[src/rtl/cal_exe.sv]
// Calculator execution stage: captures two signed 3-digit BCD operands, runs add/sub/mul/div
// on binary magnitudes, and converts the result back to 6 BCD digits plus sign.
module cal_exe #(
    parameter int DIGIT_WIDTH = 4
) (
    input  logic                   clk,
    input  logic                   rst,
    input  logic                   exe_start,
    input  logic [2:0]             exe_op,
    input  logic [DIGIT_WIDTH-1:0] a_digit0,
    input  logic [DIGIT_WIDTH-1:0] a_digit1,
    input  logic [DIGIT_WIDTH-1:0] a_digit2,
    input  logic                   a_sign,
    input  logic [DIGIT_WIDTH-1:0] b_digit0,
    input  logic [DIGIT_WIDTH-1:0] b_digit1,
    input  logic [DIGIT_WIDTH-1:0] b_digit2,
    input  logic                   b_sign,
    output logic                   exe_busy,
    output logic                   exe_done,
    output logic [DIGIT_WIDTH-1:0] res_digit0,
    output logic [DIGIT_WIDTH-1:0] res_digit1,
    output logic [DIGIT_WIDTH-1:0] res_digit2,
    output logic [DIGIT_WIDTH-1:0] res_digit3,
    output logic [DIGIT_WIDTH-1:0] res_digit4,
    output logic [DIGIT_WIDTH-1:0] res_digit5,
    output logic                   res_sign,
    output logic                   res_err
);
    localparam logic [2:0] ST_IDLE = 3'd0;
    localparam logic [2:0] ST_CONV = 3'd1;
    localparam logic [2:0] ST_CALC = 3'd2;
    localparam logic [2:0] ST_BCD  = 3'd3;
    localparam logic [2:0] ST_DONE = 3'd4;

    logic [2:0]             state_q, state_d, op_q;
    logic [DIGIT_WIDTH-1:0] a_d0_q, a_d1_q, a_d2_q, b_d0_q, b_d1_q, b_d2_q;
    logic                   a_sign_q, b_sign_q, neg_q, err_q, busy_q, done_q, res_sign_q, res_err_q;
    logic [4:0]             cnt_q;
    logic [9:0]             mag_a_q, mag_b_q, mplier_q, quo_q, rem_q;
    logic [19:0]            mcand_q, prod_q, bin_q;
    logic [23:0]            bcd_q, res_bcd_q;

    logic [9:0]         mag_a_s, mag_b_s, rem_next_s, quo_next_s;
    logic               err_s, fits_s;
    logic signed [11:0] sa_s, sb_s, sum_s;
    logic [11:0]        sum_abs_s;
    logic [19:0]        prod_next_s, mag_res_s;
    logic [10:0]        trial_s;
    logic [43:0]        dabble_s;

    function automatic logic [9:0] to_bin(input logic [DIGIT_WIDTH-1:0] d2,
                                          input logic [DIGIT_WIDTH-1:0] d1,
                                          input logic [DIGIT_WIDTH-1:0] d0);
        return 10'(16'(d2) * 16'd100 + 16'(d1) * 16'd10 + 16'(d0));
    endfunction

    function automatic logic digit_bad(input logic [DIGIT_WIDTH-1:0] d);
        return d > DIGIT_WIDTH'(9);
    endfunction

    function automatic logic [23:0] add3_fix(input logic [23:0] v);
        logic [23:0] r;
        r = v;
        for (int i = 0; i < 6; i++) begin
            if (r[i*4 +: 4] >= 4'd5) begin
                r[i*4 +: 4] = r[i*4 +: 4] + 4'd3;
            end else begin
                r[i*4 +: 4] = r[i*4 +: 4];
            end
        end
        return r;
    endfunction

    // Operand conversion, validity check and per-cycle arithmetic step values
    always_comb begin
        mag_a_s = to_bin(a_d2_q, a_d1_q, a_d0_q);
        mag_b_s = to_bin(b_d2_q, b_d1_q, b_d0_q);
        err_s   = digit_bad(a_d0_q) | digit_bad(a_d1_q) | digit_bad(a_d2_q) |
                  digit_bad(b_d0_q) | digit_bad(b_d1_q) | digit_bad(b_d2_q) |
                  op_q[2] | ((op_q == 3'b011) && (mag_b_s == 10'd0));
        sa_s      = a_sign_q ? -$signed({2'b00, mag_a_q}) : $signed({2'b00, mag_a_q});
        sb_s      = b_sign_q ? -$signed({2'b00, mag_b_q}) : $signed({2'b00, mag_b_q});
        sum_s     = op_q[0] ? (sa_s - sb_s) : (sa_s + sb_s);
        sum_abs_s = sum_s[11] ? $unsigned(-sum_s) : $unsigned(sum_s);
        prod_next_s = prod_q + (mplier_q[0] ? mcand_q : 20'd0);
        // Restoring division: bring in the next dividend bit, subtract if the divisor fits
        trial_s    = {rem_q, quo_q[9]};
        fits_s     = trial_s >= {1'b0, mag_b_q};
        rem_next_s = fits_s ? 10'(trial_s - {1'b0, mag_b_q}) : trial_s[9:0];
        quo_next_s = {quo_q[8:0], fits_s};
        mag_res_s  = op_q[0] ? {10'd0, quo_next_s} : prod_next_s;
        dabble_s   = {add3_fix(bcd_q), bin_q} << 1;
    end

    // Next-state logic of the sequencing FSM
    always_comb begin
        state_d = ST_IDLE;
        case (state_q)
            ST_IDLE: if (exe_start) state_d = ST_CONV; else state_d = ST_IDLE;
            ST_CONV: if (err_s) state_d = ST_DONE; else state_d = ST_CALC;
            ST_CALC: if (!op_q[1] || (cnt_q == 5'd9)) state_d = ST_BCD; else state_d = ST_CALC;
            ST_BCD:  if (cnt_q == 5'd19) state_d = ST_DONE; else state_d = ST_BCD;
            ST_DONE: state_d = ST_IDLE;
            default: state_d = ST_IDLE;
        endcase
    end

    // State, datapath and registered result outputs
    always_ff @(posedge clk) begin
        if (!rst) begin
            state_q <= ST_IDLE;  op_q <= 3'd0;  cnt_q <= 5'd0;
            a_d0_q <= '0; a_d1_q <= '0; a_d2_q <= '0; b_d0_q <= '0; b_d1_q <= '0; b_d2_q <= '0;
            a_sign_q <= 1'b0; b_sign_q <= 1'b0; neg_q <= 1'b0; err_q <= 1'b0;
            mag_a_q <= 10'd0; mag_b_q <= 10'd0; mplier_q <= 10'd0; quo_q <= 10'd0; rem_q <= 10'd0;
            mcand_q <= 20'd0; prod_q <= 20'd0; bin_q <= 20'd0; bcd_q <= 24'd0;
            busy_q <= 1'b0; done_q <= 1'b0;
            res_bcd_q <= 24'd0; res_sign_q <= 1'b0; res_err_q <= 1'b0;
        end else begin
            state_q <= state_d;
            busy_q  <= state_q != ST_IDLE;
            done_q  <= state_q == ST_DONE;
            case (state_q)
                ST_IDLE: if (exe_start) begin
                    op_q <= exe_op; a_sign_q <= a_sign; b_sign_q <= b_sign;
                    a_d0_q <= a_digit0; a_d1_q <= a_digit1; a_d2_q <= a_digit2;
                    b_d0_q <= b_digit0; b_d1_q <= b_digit1; b_d2_q <= b_digit2;
                end
                ST_CONV: begin
                    mag_a_q <= mag_a_s;  mag_b_q <= mag_b_s;
                    mcand_q <= {10'd0, mag_a_s};  mplier_q <= mag_b_s;  prod_q <= 20'd0;
                    quo_q <= mag_a_s;  rem_q <= 10'd0;
                    cnt_q <= 5'd0;  bin_q <= 20'd0;  bcd_q <= 24'd0;
                    neg_q <= 1'b0;  err_q <= err_s;
                end
                ST_CALC: begin
                    if (!op_q[1]) begin
                        bin_q <= {8'd0, sum_abs_s};
                        neg_q <= sum_s[11];
                    end else begin
                        prod_q <= prod_next_s;  mcand_q <= mcand_q << 1;  mplier_q <= mplier_q >> 1;
                        rem_q <= rem_next_s;  quo_q <= quo_next_s;
                        cnt_q <= cnt_q + 5'd1;
                        if (cnt_q == 5'd9) begin
                            bin_q <= mag_res_s;
                            neg_q <= (a_sign_q ^ b_sign_q) && (mag_res_s != 20'd0);
                            cnt_q <= 5'd0;
                        end
                    end
                end
                ST_BCD: begin
                    bcd_q <= dabble_s[43:20];
                    bin_q <= dabble_s[19:0];
                    cnt_q <= cnt_q + 5'd1;
                end
                ST_DONE: begin
                    res_bcd_q  <= bcd_q;
                    res_sign_q <= neg_q;
                    res_err_q  <= err_q;
                end
                default: cnt_q <= 5'd0;
            endcase
        end
    end

    assign exe_busy   = busy_q;
    assign exe_done   = done_q;
    assign res_digit0 = DIGIT_WIDTH'(res_bcd_q[3:0]);
    assign res_digit1 = DIGIT_WIDTH'(res_bcd_q[7:4]);
    assign res_digit2 = DIGIT_WIDTH'(res_bcd_q[11:8]);
    assign res_digit3 = DIGIT_WIDTH'(res_bcd_q[15:12]);
    assign res_digit4 = DIGIT_WIDTH'(res_bcd_q[19:16]);
    assign res_digit5 = DIGIT_WIDTH'(res_bcd_q[23:20]);
    assign res_sign   = res_sign_q;
    assign res_err    = res_err_q;
endmodule

[config.mk]
export PLATFORM = sky130hd
export DESIGN_NAME = cal_exe
export DESIGN_NICKNAME = d
export VERILOG_FILES = /design/src/rtl/cal_exe.sv
export SDC_FILE = /design/constraint.sdc
export NUM_CORES = 1
export LEC_CHECK = 0
export CAP_MARGIN = 20
export CORE_UTILIZATION = 59
export DETAILED_ROUTE_END_ITERATION = 8
export DONT_BUFFER_PORTS = 1
export PLACE_DENSITY = 0.78
export SLEW_MARGIN = 20
export SYNTH_ARGS = -nofsm -noshare
export SYNTH_HDL_FRONTEND = slang
export SYNTH_SLANG_ARGS = --single-unit
[constraint.sdc]
create_clock -name clk -period 4.3 [get_ports clk]
set_input_delay 0.43 -clock clk [delete_from_list [all_inputs] [get_ports clk]]
set_output_delay 0.43 -clock clk [all_outputs]
set_load 0.01 [all_outputs]
==> flow_summary.json <==
{
  "synth.avg_cell_area_um2": 7.831,
  "n_antenna_cell": 0,
  "fp-row-count": 53,
  "yosys-top-cells-count": "nand2_1, dfxtp_1, a21oi_1",
  "slew_headroom": 0.3384,
  "chipWidth_um": 148.6,
  "yosysWarnings": 0,
  "synth_edf_count": 0,
  "tightest_slew_ps": 992.4,
  "grt_pass1_wl_mm": 50.72,
  "startpoint_type": "flip-flop",
  "ys_ff_latch": 201,
  "max-clock-path-buffers": 3,
  "synth_most_common_cell": "nand2_1",
  "drive_gt1_frac": 0.05306,
  "crit_family": "compound AO/OA/AOI/OAI gates",
  "drt-initial-drc-count": 825,
  "grt_max_degree": 100,
  "arrival_ps": 4460,
  "critPathSlowestCell": "a2111o_1",
  "routed_via_density": 6.056,
  "postRouteAntennaNets": 0,
  "nets": 1744,
  "clock_latency_ps": 510,
  "cp_cell_sequence": "inv_2 > ha_4 > or3b_1 > a211oi_2 > nand3_2 > nor2_4 > a21oi_1 > xnor2_1 > ha_1 > nand2_1 > nand2_1 > a2111o_1 > a41oi_1 > or3_4 > xor3_1 > mux2_4 > a221oi_2 > nor3_1",
  "status": "complete, no violations",
  "post-place-ws_ps": -76.22,
  "grt_pass1_vias": 10510,
  "initial_core_util": 0.6031,
  "powerDensity_mw_per_mm2": 518.7,
  "crit_fanout": 4,
  "fmax_mhz": 244.3,
  "synth_cells": 1619,
  "crit_path_end_kind": "flip-flop",
  "hold_violations": 0,
  "die_area_mm2": 0.02208,
  "max_stage_delay_ps": 410,
  "leakagePower_uw": 0.005490,
  "syn-num-nets": 1775,
  "crit_top_cell": "nand2_1",
  "setup_violations": 0,
  "power_uw": 7127,
  "worstSetupPathType": "flip-flop to flip-flop",
  "vdd_drop_max_uv": 309.5,
  "die_y_um": 148.6,
  "wl_mm": 30.67,
  "area_growth_pct": 8.388,
  "track_usage": 0.2797,
  "synth_area_mm2": 0.01268,
  "drc_errors": 0,
  "synth_top_cell_by_area": "dfxtp_1",
  "finalCritPeriodShare": 0.9520,
  "ys.flop_type": "dfxtp_1",
  "holdBufCountCts": 0,
  "worst-r2r-setup-slack_ps": 210,
  "antenna_found_initial": 0,
  "h-tree-depth": 1,
  "synthArstFlopShare": 0,
  "slew_viol_final": 0,
  "critPathRequiredTime_ps": 4670,
  "tns_ps": 0,
  "fillers": 1731,
  "worst-path-buf-inv": 1,
  "overflow": 0,
  "min_period_ps": 4094,
  "firstDrtPassIters": 5,
  "cts_made_buffers": 22,
  "clkSinkCount": 201,
  "io_pins": 60,
  "hold_class": "input pin to flip-flop",
  "synth_top_area_frac": 0.3174,
  "fin_worst_skew_ps": 9.830,
  "ys_types": 84,
  "ys_seq_area_frac": 0.3174,
  "root_buffer": "clkbuf_16",
  "portBuffers": 0,
  "place_congestion": 0.8696,
  "grt_setup_unrepaired": "no",
  "synth.top_cells.by_area": "dfxtp_1, ha_1, nand2_1, a21oi_1, xnor2_1",
  "clk_pin_slew_worst_paths_ps": 60,
  "cts_tree": "done",
  "vias": 11370,
  "holdWs_ps": 36.27,
  "coreArea_mm2": 0.02102,
  "dp_hpwl_mm": 21.55,
  "wl_per_cell_um": 16.34,
  "fin_ws_ps": 206.4,
  "cap_violations": 0
}
## power by group
group          internal (uW)  leakage, uW  switching, uW
logic                   1210      0.00348           1740
clock network           1270     0.000379            779
registers               1990      0.00163            139
## layer usage
| layer | global-route usage | part of all wire |
|---|---|---|
| met1 | 0.3813 | 0.45 |
| met2 | 0.4535 | 0.45 |
| met3 | 0.03006 | 0.059 |
| met4 | 0.1067 | 0.034 |
| met5 | 0 | 0 |
## cell type report
cell class | instances | area, um^2 | area share
Multi-Input combinational cell | 1255 | 8079 | 0.5879
Sequential cell | 201 | 4024 | 0.2928
Clock buffer | 31 | 634.4 | 0.04616
Tap cell | 275 | 344.1 | 0.02504
Inverter | 81 | 309.0 | 0.02249
Timing Repair Buffer | 27 | 202.7 | 0.01475
Clock inverter | 7 | 148.9 | 0.01083
## worst register-to-register path: cells and delay by family, from the launching register on
kind	cells	cell delay (ps)
fa+ha+maj	2	450
xor+xnor	2	500
simple gates	7	1030
flops	1	330
mux	1	320
compound gates	5	1230
buf+inv	1	90
## repair_timing
| action | in CTS | in global routing |
|---|---|---|
| endpoints found under the setup margin | 4 | 11 |
| resized for setup | 1 | 5 |
| pin swaps | 0 | 7 |
| setup buffers | 0 | 3 |
## path summary, 6_finish.rpt
check,start,endpoint,cells after the start
setup / recovery,mag_b_q[0],bin_q[1],18
hold / removal,rst,neg_q,1
setup reg to reg,mag_b_q[0],bin_q[1],18
hold reg to reg,rem_q[9],rem_q[9],2
## per-stage QoR
step	std cells	util	instance area [um^2]
2_1_floorplan	1619	-	12680
6_report	1877	0.6537	13740
4_1_cts	1874	0.6518	13700
3_3_place_gp	1836	0.6142	12910
3_5_place_dp	1836	0.6142	12910
5_1_grt	1877	0.6537	13740
## cells by family (layout without fill, tap and decap cells)
| family | after synthesis | in the layout | synth area share |
|---|---|---|---|
| simple gates | 577 | 577 | 0.2049 |
| xor+xnor | 101 | 101 | 0.07214 |
| mux | 11 | 11 | 0.009079 |
| fa+ha+maj | 124 | 124 | 0.1301 |
| compound gates | 442 | 442 | 0.2174 |
| buf+inv | 163 | 146 | 0.04905 |
| flops | 201 | 201 | 0.3174 |
## flip-flops by register name, indices dropped and copies added, names as in the netlist, 5 cells and up
| signal | count |
|---|---|
| bcd_q | 24 |
| cnt_q | 5 |
| mag_b_q | 10 |
| mplier_q | 10 |
| mcand_q | 20 |
| mag_a_q | 10 |
| rem_q | 10 |
| res_bcd_q | 24 |
| prod_q | 20 |
| bin_q | 20 |
| quo_q | 10 |
## cell usage in the layout (no fill, tap or decap), types with 5 or more instances in the layout
cell type    n
a22o_1       9
and3_1       6
o21bai_1    10
o31ai_1     10
a21o_1      16
o21ai_1      8
a211oi_1     9
nand4_1      8
nor2b_1     13
xor2_1      36
o21a_1       7
dfxtp_1    201
inv_1       77
and2_1      27
clkbuf_16   22
nor2_1     107
a21oi_1    194
nand3_1     59
mux2i_1     10
xnor2_1     63
fa_1        13
nand2b_1    16
a22oi_1     26
a221oi_1     8
ha_1       110
clkbuf_8     5
o21ai_0     61
or3_1        8
a31oi_1     23
nand2_1    269
buf_4       27
nor3_1      30
a311oi_1     8
o211ai_1    10
No activity file was read; power rests on OpenSTA's default activity.
